===== src/rtl/snake_head_stepper.sv =====
// snake_head_stepper
// Advances the snake head by one cell per accepted game tick. The X and Y
// coordinates are computed one after the other through a single shared
// external 5-bit adder, wrapped onto the playfield, and then published
// together with a one-cycle done pulse.
module snake_head_stepper #(
  parameter int GRID_W  = 32,
  parameter int GRID_H  = 24,
  parameter int START_X = 16,
  parameter int START_Y = 12
) (
  input  logic       clk,
  input  logic       resetn,
  input  logic       tick,
  input  logic [1:0] dir_in,
  input  logic       dir_valid,
  output logic [4:0] adder_a,
  output logic [4:0] adder_b,
  input  logic [4:0] adder_s,
  output logic [4:0] head_x,
  output logic [4:0] head_y,
  output logic [1:0] cur_dir,
  output logic       busy,
  output logic       done,
  output logic       tick_drop
);

  // Direction encodings.
  localparam logic [1:0] DIR_UP    = 2'b00;
  localparam logic [1:0] DIR_RIGHT = 2'b01;
  localparam logic [1:0] DIR_DOWN  = 2'b10;
  localparam logic [1:0] DIR_LEFT  = 2'b11;

  // Adder operands for the three possible deltas.
  localparam logic [4:0] DELTA_ZERO = 5'b00000;
  localparam logic [4:0] DELTA_INC  = 5'b00001;
  localparam logic [4:0] DELTA_DEC  = 5'b11111;

  // Playfield limits in adder-compatible widths. The 6-bit form lets a
  // 32-wide grid compare correctly: a 5-bit sum can never equal 32, so the
  // adder's own modulo-32 overflow already provides the wrap to 0.
  localparam logic [5:0] LIMIT_X = 6'(GRID_W);
  localparam logic [5:0] LIMIT_Y = 6'(GRID_H);
  localparam logic [4:0] MAX_X   = 5'(GRID_W - 1);
  localparam logic [4:0] MAX_Y   = 5'(GRID_H - 1);
  localparam logic [4:0] INIT_X  = 5'(START_X);
  localparam logic [4:0] INIT_Y  = 5'(START_Y);

  typedef enum logic [1:0] {
    IDLE   = 2'd0,
    ADD_X  = 2'd1,
    ADD_Y  = 2'd2,
    COMMIT = 2'd3
  } stateT;

  stateT      state;
  stateT      stateNext;
  logic [1:0] pendDir;
  logic [1:0] stepDir;
  logic       dirAccept;
  logic       stepStart;
  logic [4:0] nx;
  logic [4:0] ny;

  // X delta for a given direction: only left/right move horizontally.
  function automatic logic [4:0] deltaX(input logic [1:0] dir);
    case (dir)
      DIR_RIGHT: deltaX = DELTA_INC;
      DIR_LEFT:  deltaX = DELTA_DEC;
      default:   deltaX = DELTA_ZERO;
    endcase
  endfunction

  // Y delta for a given direction: up decrements, down increments.
  function automatic logic [4:0] deltaY(input logic [1:0] dir);
    case (dir)
      DIR_DOWN: deltaY = DELTA_INC;
      DIR_UP:   deltaY = DELTA_DEC;
      default:  deltaY = DELTA_ZERO;
    endcase
  endfunction

  // Fold the raw adder sum back onto the playfield. Stepping past the far
  // edge lands on 0; stepping below 0 shows up as 31 from the adder and is
  // replaced by the last legal cell.
  function automatic logic [4:0] wrapCoord(
    input logic [4:0] sum,
    input logic [4:0] delta,
    input logic [5:0] limit,
    input logic [4:0] maxCoord
  );
    if ((delta == DELTA_INC) && ({1'b0, sum} == limit)) begin
      wrapCoord = 5'd0;
    end else if ((delta == DELTA_DEC) && (sum == 5'd31)) begin
      wrapCoord = maxCoord;
    end else begin
      wrapCoord = sum;
    end
  endfunction

  // A direction request is dropped only when it would turn the snake back
  // onto itself; the check is against the direction actually in use.
  assign dirAccept = dir_valid && (dir_in != (cur_dir ^ 2'b10));
  // A same-cycle accepted request takes effect on the step it arrives with.
  assign stepDir   = dirAccept ? dir_in : pendDir;
  assign stepStart = (state == IDLE) && tick;

  // State register.
  always_ff @(posedge clk or negedge resetn) begin
    if (!resetn) begin
      state <= IDLE;
    end else begin
      state <= stateNext;
    end
  end

  // Next-state decode and shared-adder operand steering.
  always_comb begin
    stateNext = state;
    adder_a   = 5'd0;
    adder_b   = 5'd0;
    case (state)
      IDLE: begin
        if (tick) begin
          stateNext = ADD_X;
        end
      end
      ADD_X: begin
        adder_a   = head_x;
        adder_b   = deltaX(cur_dir);
        stateNext = ADD_Y;
      end
      ADD_Y: begin
        adder_a   = head_y;
        adder_b   = deltaY(cur_dir);
        stateNext = COMMIT;
      end
      COMMIT: begin
        stateNext = IDLE;
      end
      default: begin
        stateNext = IDLE;
      end
    endcase
  end

  // Direction bookkeeping: pending request and the direction of the step.
  always_ff @(posedge clk or negedge resetn) begin
    if (!resetn) begin
      pendDir <= DIR_RIGHT;
      cur_dir <= DIR_RIGHT;
    end else begin
      if (dirAccept) begin
        pendDir <= dir_in;
      end
      if (stepStart) begin
        cur_dir <= stepDir;
      end
    end
  end

  // Wrapped intermediate coordinates captured from the shared adder.
  always_ff @(posedge clk) begin
    if (state == ADD_X) begin
      nx <= wrapCoord(adder_s, adder_b, LIMIT_X, MAX_X);
    end
    if (state == ADD_Y) begin
      ny <= wrapCoord(adder_s, adder_b, LIMIT_Y, MAX_Y);
    end
  end

  // Published head position, updated atomically when the step commits.
  always_ff @(posedge clk or negedge resetn) begin
    if (!resetn) begin
      head_x <= INIT_X;
      head_y <= INIT_Y;
    end else if (state == COMMIT) begin
      head_x <= nx;
      head_y <= ny;
    end
  end

  // Registered status outputs: busy for the step, done aligned with COMMIT,
  // and a drop pulse for ticks that arrive while a step is running.
  always_ff @(posedge clk or negedge resetn) begin
    if (!resetn) begin
      busy      <= 1'b0;
      done      <= 1'b0;
      tick_drop <= 1'b0;
    end else begin
      busy      <= (stateNext != IDLE);
      done      <= (state == ADD_Y);
      tick_drop <= tick && (state != IDLE);
    end
  end

endmodule


===== config.mk =====
export PLATFORM = sky130hd
export DESIGN_NAME = snake_head_stepper
export DESIGN_NICKNAME = d
export VERILOG_FILES = /design/src/rtl/snake_head_stepper.sv
export SDC_FILE = /design/constraint.sdc
export NUM_CORES = 1
export LEC_CHECK = 0
export ABC_AREA = 1
export CAP_MARGIN = 0
export CORE_ASPECT_RATIO = 0.75
export CORE_MARGIN = 5
export CORE_UTILIZATION = 35
export DETAILED_ROUTE_END_ITERATION = 10
export MAX_ROUTING_LAYER = met4
export SLEW_MARGIN = 20
export SYNTH_ARGS = -nofsm -noshare
export SYNTH_HDL_FRONTEND = slang
export SYNTH_SLANG_ARGS = --single-unit

===== constraint.sdc =====
create_clock -name clk -period 5.08 [get_ports clk]
set_input_delay 1.016 -clock clk [delete_from_list [all_inputs] [get_ports clk]]
set_output_delay 1.016 -clock clk [all_outputs]
set_load 0.01 [all_outputs]

==> run summary, run 1 <==
area leader, netlist = dfrtp_1
PnR worst setup slack = 1700 ps
Final setup violation count = 0
Yosys cell types = 20
reg2reg setup slack = 3160 ps
RSZ-0062 raised after global routing = no
setup TNS = 0 ps
top cell type's share of synthesized area = 26.5%
Crit Path Max Fanout = 14
Synth Net Count = 142
FP Rows = 19
final period utilization = 66.6%
setup bufs post-CTS = 0
fraction of registers with async set/reset = 65.5%
relative slew slack = 39.4%
first-pass GRT wire length = 4400 um
Area contributors post-synth = dfrtp_1 (26%), edfxtp_1 (23%), dfstp_2 (9.9%), mux2_2 (8.5%), nand2_1 (8.5%)
worst reg-to-reg path cell count = 7
crit path from = state[0]$_DFF_PN0_
FMAX = 296 MHz
Total GRT Usage = 11.8%
post-route minimum period = 3380 ps
max-cap viol count = 0
clock-pin slew on the worst setup and hold paths = 60 ps
critical path launch point type = register
antenna-violating nets left = 0
CP endpoint kind = primary output
first drt pass iteration count = 4
Worst-Margin Slew = 907 ps
Post-Syn Area = 1320 um2
hold_buf cts = 0
core area = 3660 um2
ys flop type = dfrtp_1
Mapped Avg Cell Area = 10.5 um2
antenna cells = 0
Synth top cells by count = nand2_1 (30), dfrtp_1 (14), inv_1 (13)
Power Dens Cells = 675 nW/um2
Lkg Pwr = 0.754 nW
Yosys reg bits = 29
WP data required = 4060 ps
WL per Instance = 13.3 um
routed via count = 942
CTS tree = yes
post-CTS sizing = 0
die width = 81.0 um
Ports = 36
fillers = 341
share of cells above drive strength 1 = 17.3%
total global routing overflow = 0
I/O Buffers = 35
area grow syn2layout = 35.4%
clk buf depth = 2
CTS root buffer = clkbuf_8
Hold Path Class = register to register
post-synthesis cell count = 126
initial antenna violation count = 0
CTS Sinks = 29
Total Wirelength = 2770 um
vias in the first global route = 921
most common cell in the netlist = nand2_1
post-synthesis sequential area ratio = 59.1%
pre-CTS setup slack = 1990 ps
Initial Utilization = 36.2%
Num CTS Buffers = 5
Largest stage delay, worst path = 600 ps
post-DP HPWL = 1980 um
die height = 63.3 um
CP endpoint = adder_b[4]
Detailed Route Iter0 Violations = 46
CP Class = register to primary output
Final Skew = 10.1 ps
Hold Vio Cnt, Final = 0
final hold slack = 477 ps
largest net degree at the start of global routing = 20
Placer Congestion = 0.717
Post-synth EDFFs = 10
H-Tree Depth = 2
slowest CP cell = clkdlybuf4s50_1
Via density = 4.53
Die Area = 5130 um2
reg-to-reg endpoint = ny[3]$_SDFFCE_PP0N_
crit-path cells = inv_1 > ha_1 > nand3_1 > a21oi_2 > clkdlybuf4s50_1
Max IR drop VDD = 0.351 mV
yosys warns = 0
RR Startpoint = state[0]$_DFF_PN0_
status = complete, no violations
DRC Markers = 0
Final nets = 171
clock latency on the worst-skew pair = 280 ps
Slew Limit Fails = 0
CP Data Arrival Time = 2370 ps
-- per-stage QoR --
| stage | power [W] | area, um2 | utilization (%) | std cells |
|---|---|---|---|---|
| 2_1_floorplan | 0.000712 | 1320 | - | 126 |
| 4_1_cts | 0.00123 | 1790 | 49.0 | 208 |
| 6_report | 0.00121 | 1790 | 49.0 | 208 |
| 3_5_place_dp | 0.000973 | 1680 | 45.8 | 200 |
| 5_1_grt | 0.00129 | 1790 | 49.0 | 208 |
| 3_3_place_gp | 0.000963 | 1680 | 45.8 | 200 |
-- area by class of cell --
| cell class | count | area (um2) | area share [%] |
|---|---|---|---|
| timing repair buffer | 35 | 350 | 19.5 |
| clock inverter | 1 | 30.0 | 1.67 |
| clock buffer | 7 | 86.3 | 4.82 |
| inverter | 13 | 48.8 | 2.72 |
| sequential | 29 | 782 | 43.6 |
| multi-input combinational | 71 | 430 | 24.0 |
| tap | 52 | 65.1 | 3.63 |
-- state kept, by name (all words and copies together) (netlist names) --
register and count:
cur_dir 2, done 1, head_x 5, busy 1, pendDir 2, state 2
ny 5, tick_drop 1, head_y 5, nx 5
-- routing by layer --
layer,global-route usage [%],wire length [um]
met1,15.1,1280
met2,17.5,1320
met3,3.85,142
met4,4.43,25
met5,-,0
-- critical path: cells and delay by family (launching register included) --
family	cells	cell delay (ps)
AO/OA/AOI/OAI	1	290
flip-flops	1	400
adder cells (fa/ha/maj)	1	510
AND/OR/NAND/NOR	1	160
buffers and inverters	2	730
-- where the power goes --
| part | switching, W | internal, W | total [W] |
|---|---|---|---|
| sequential | 0.0000611 | 0.000363 | 0.000424 |
| combinational | 0.000258 | 0.000282 | 0.000540 |
| clock | 0.0000859 | 0.000160 | 0.000246 |
-- worst min path at each step --
stage                        start                    end  cells past startpoint
2_1_floorplan  nx[0]$_SDFFCE_PP1P_  head_x[0]$_DFFE_PN0N_                      1
3_3_place_gp   nx[0]$_SDFFCE_PP1P_  head_x[0]$_DFFE_PN0N_                      1
3_5_place_dp   ny[1]$_SDFFCE_PP0N_  head_y[1]$_DFFE_PN0N_                      1
4_1_cts        ny[1]$_SDFFCE_PP0N_  head_y[1]$_DFFE_PN0N_                      1
5_1_grt        ny[1]$_SDFFCE_PP0N_  head_y[1]$_DFFE_PN0N_                      1
6_report       ny[1]$_SDFFCE_PP0N_  head_y[1]$_DFFE_PN0N_                      1
-- cells by family after synthesis --
logic type      share of synthesized area (%)
flops                                    59.1
mux                                      8.51
fa+ha+maj                                4.73
buf+inv                                  8.41
simple gates                             15.6
compound gates                           3.69
-- placed cells by master (no fill, tap or decap), types with 2 or more instances in the layout --
cell             instances
a21oi_1                  5
a21oi_2                  2
and2_1                   2
clkbuf_8                 6
clkdlybuf4s50_1         35
dfrtp_1                 14
dfstp_2                  5
edfxtp_1                10
ha_1                     5
inv_1                   13
mux2_2                  10
nand2_1                 30
nand3_1                  7
nor2_1                   5
Note: power is estimated with default switching activity, not from simulation.
==> run 2, diff against run 1 <==
clock period = 2.95 ns   (was 5.08 ns; I/O delays follow)
==> run summary, run 2 (synthesis results as in run 1) <==
vias in the first global route = 934
Initial Utilization = 36.2%
Pwr Total = 0.00197 W
most frequent cells in the layout = clkdlybuf4s50_1 (35), nand2_1 (30), dfrtp_1 (14)
FP Rows = 19
Slew Limit Fails = 0
I/O Buffers = 35
Worst-Margin Slew = 859 ps
Crit Path Max Fanout = 8
Total Wirelength = 2660 um
Hold Vio Cnt, Final = 0
routed via count = 922
Via density = 4.39
Die Area = 5130 um2
final period utilization = 93.7%
clock-pin slew on the worst setup and hold paths = 60 ps
Placer Congestion = 0.698
CP endpoint kind = primary output
Hold Path Class = register to register
core area = 3660 um2
CTS root buffer = clkbuf_8
WL per Instance = 12.7 um
first drt pass iteration count = 4
Lkg Pwr = 0.750 nW
first-pass GRT wire length = 4380 um
WP data required = 2360 ps
post-CTS sizing = 0
clk buf depth = 2
die height = 63.3 um
Detailed Route Iter0 Violations = 40
Final nets = 174
most common cell after layout, fill and taps aside = clkdlybuf4s50_1
Final Skew = 3.99 ps
clock latency on the worst-skew pair = 280 ps
Total GRT Usage = 11.9%
CTS tree = yes
pre-CTS setup slack = 461 ps
post-DP HPWL = 2000 um
antenna-violating nets left = 0
largest net degree at the start of global routing = 20
dpl cells = 203
critical path launch point type = register
max-cap viol count = 0
DRC Markers = 0
RSZ-0062 raised after global routing = no
initial antenna violation count = 0
area grow syn2layout = 34.1%
status = complete, no violations
setup TNS = 0 ps
PnR worst setup slack = 186 ps
Max IR drop VDD = 0.573 mV
CTS Sinks = 29
relative slew slack = 42.6%
H-Tree Depth = 2
total global routing overflow = 0
CP Class = register to primary output
hold_buf cts = 0
Power Dens Cells = 1110 nW/um2
setup bufs post-CTS = 0
share of cells above drive strength 1 = 17.7%
die width = 81.0 um
Ports = 36
Final setup violation count = 0
Num CTS Buffers = 5
FMAX = 362 MHz
post-route minimum period = 2760 ps
antenna cells = 0
CP Data Arrival Time = 2170 ps
fin cells = 210
==> run 2: cell count changes in the layout (fill, tap and decap cells not counted) <==
cell,change
clkinv_1,+1
buf_4,+3
bufinv_16,-1
clkbuf_8,-1
==> run 2: worst paths after layout <==
check	startpoint	to	slack (ps)	depth (start not counted)
worst min-delay path	nx[3]$_SDFFCE_PP1P_	head_x[3]$_DFFE_PN0N_	480	1
worst max-delay path	state[1]$_DFF_PN0_	adder_b[4]	190	5
worst min register to register	nx[3]$_SDFFCE_PP1P_	head_x[3]$_DFFE_PN0N_	480	1
min in group asynchronous	resetn	head_x[1]$_DFFE_PN0N_	800	1
worst max register to register	state[1]$_DFF_PN0_	ny[3]$_SDFFCE_PP0N_	1220	7
max in group asynchronous	resetn	cur_dir[1]$_DFFE_PN0P_	1610	1
==> run 2: critical path, stage by stage (launching register included) <==
cell and delay, ps:
dfrtp_1 390, inv_1 110, ha_1 360, nand3_1 140
a21oi_2 290, clkdlybuf4s50_1 600
==> run 2: area by class of cell <==
class / count / area, um2
Clock buffer: 6 / 72.6
Tap cell: 52 / 65.1
Fill cell: 355 / 1890
Multi-Input combinational cell: 71 / 430
Sequential cell: 29 / 782
Inverter: 13 / 48.8
Clock inverter: 1 / 3.75
Timing Repair Buffer: 38 / 373
==> run 2: stage by stage <==
stage,hold WS (ps),utilization [%],instance area [um2]
2_1_floorplan,294,-,1320
3_3_place_gp,456,46.4,1700
3_5_place_dp,470,46.4,1700
4_1_cts,483,48.5,1780
5_1_grt,500,48.5,1780
6_report,476,48.5,1780
==> run 2: per-layer routing <==
metal	routed length [um]	up-vias	global-route usage, %
li1	-	455	-
met4	73	0	7.59
met1	1270	438	15.1
met3	164	7	4.27
met5	0	-	-
met2	1160	22	15.9
==> run 2: where the power goes <==
group	switching, W	internal [W]
combinational	0.000446	0.000508
sequential	0.000100	0.000625
clock	0.000134	0.000158
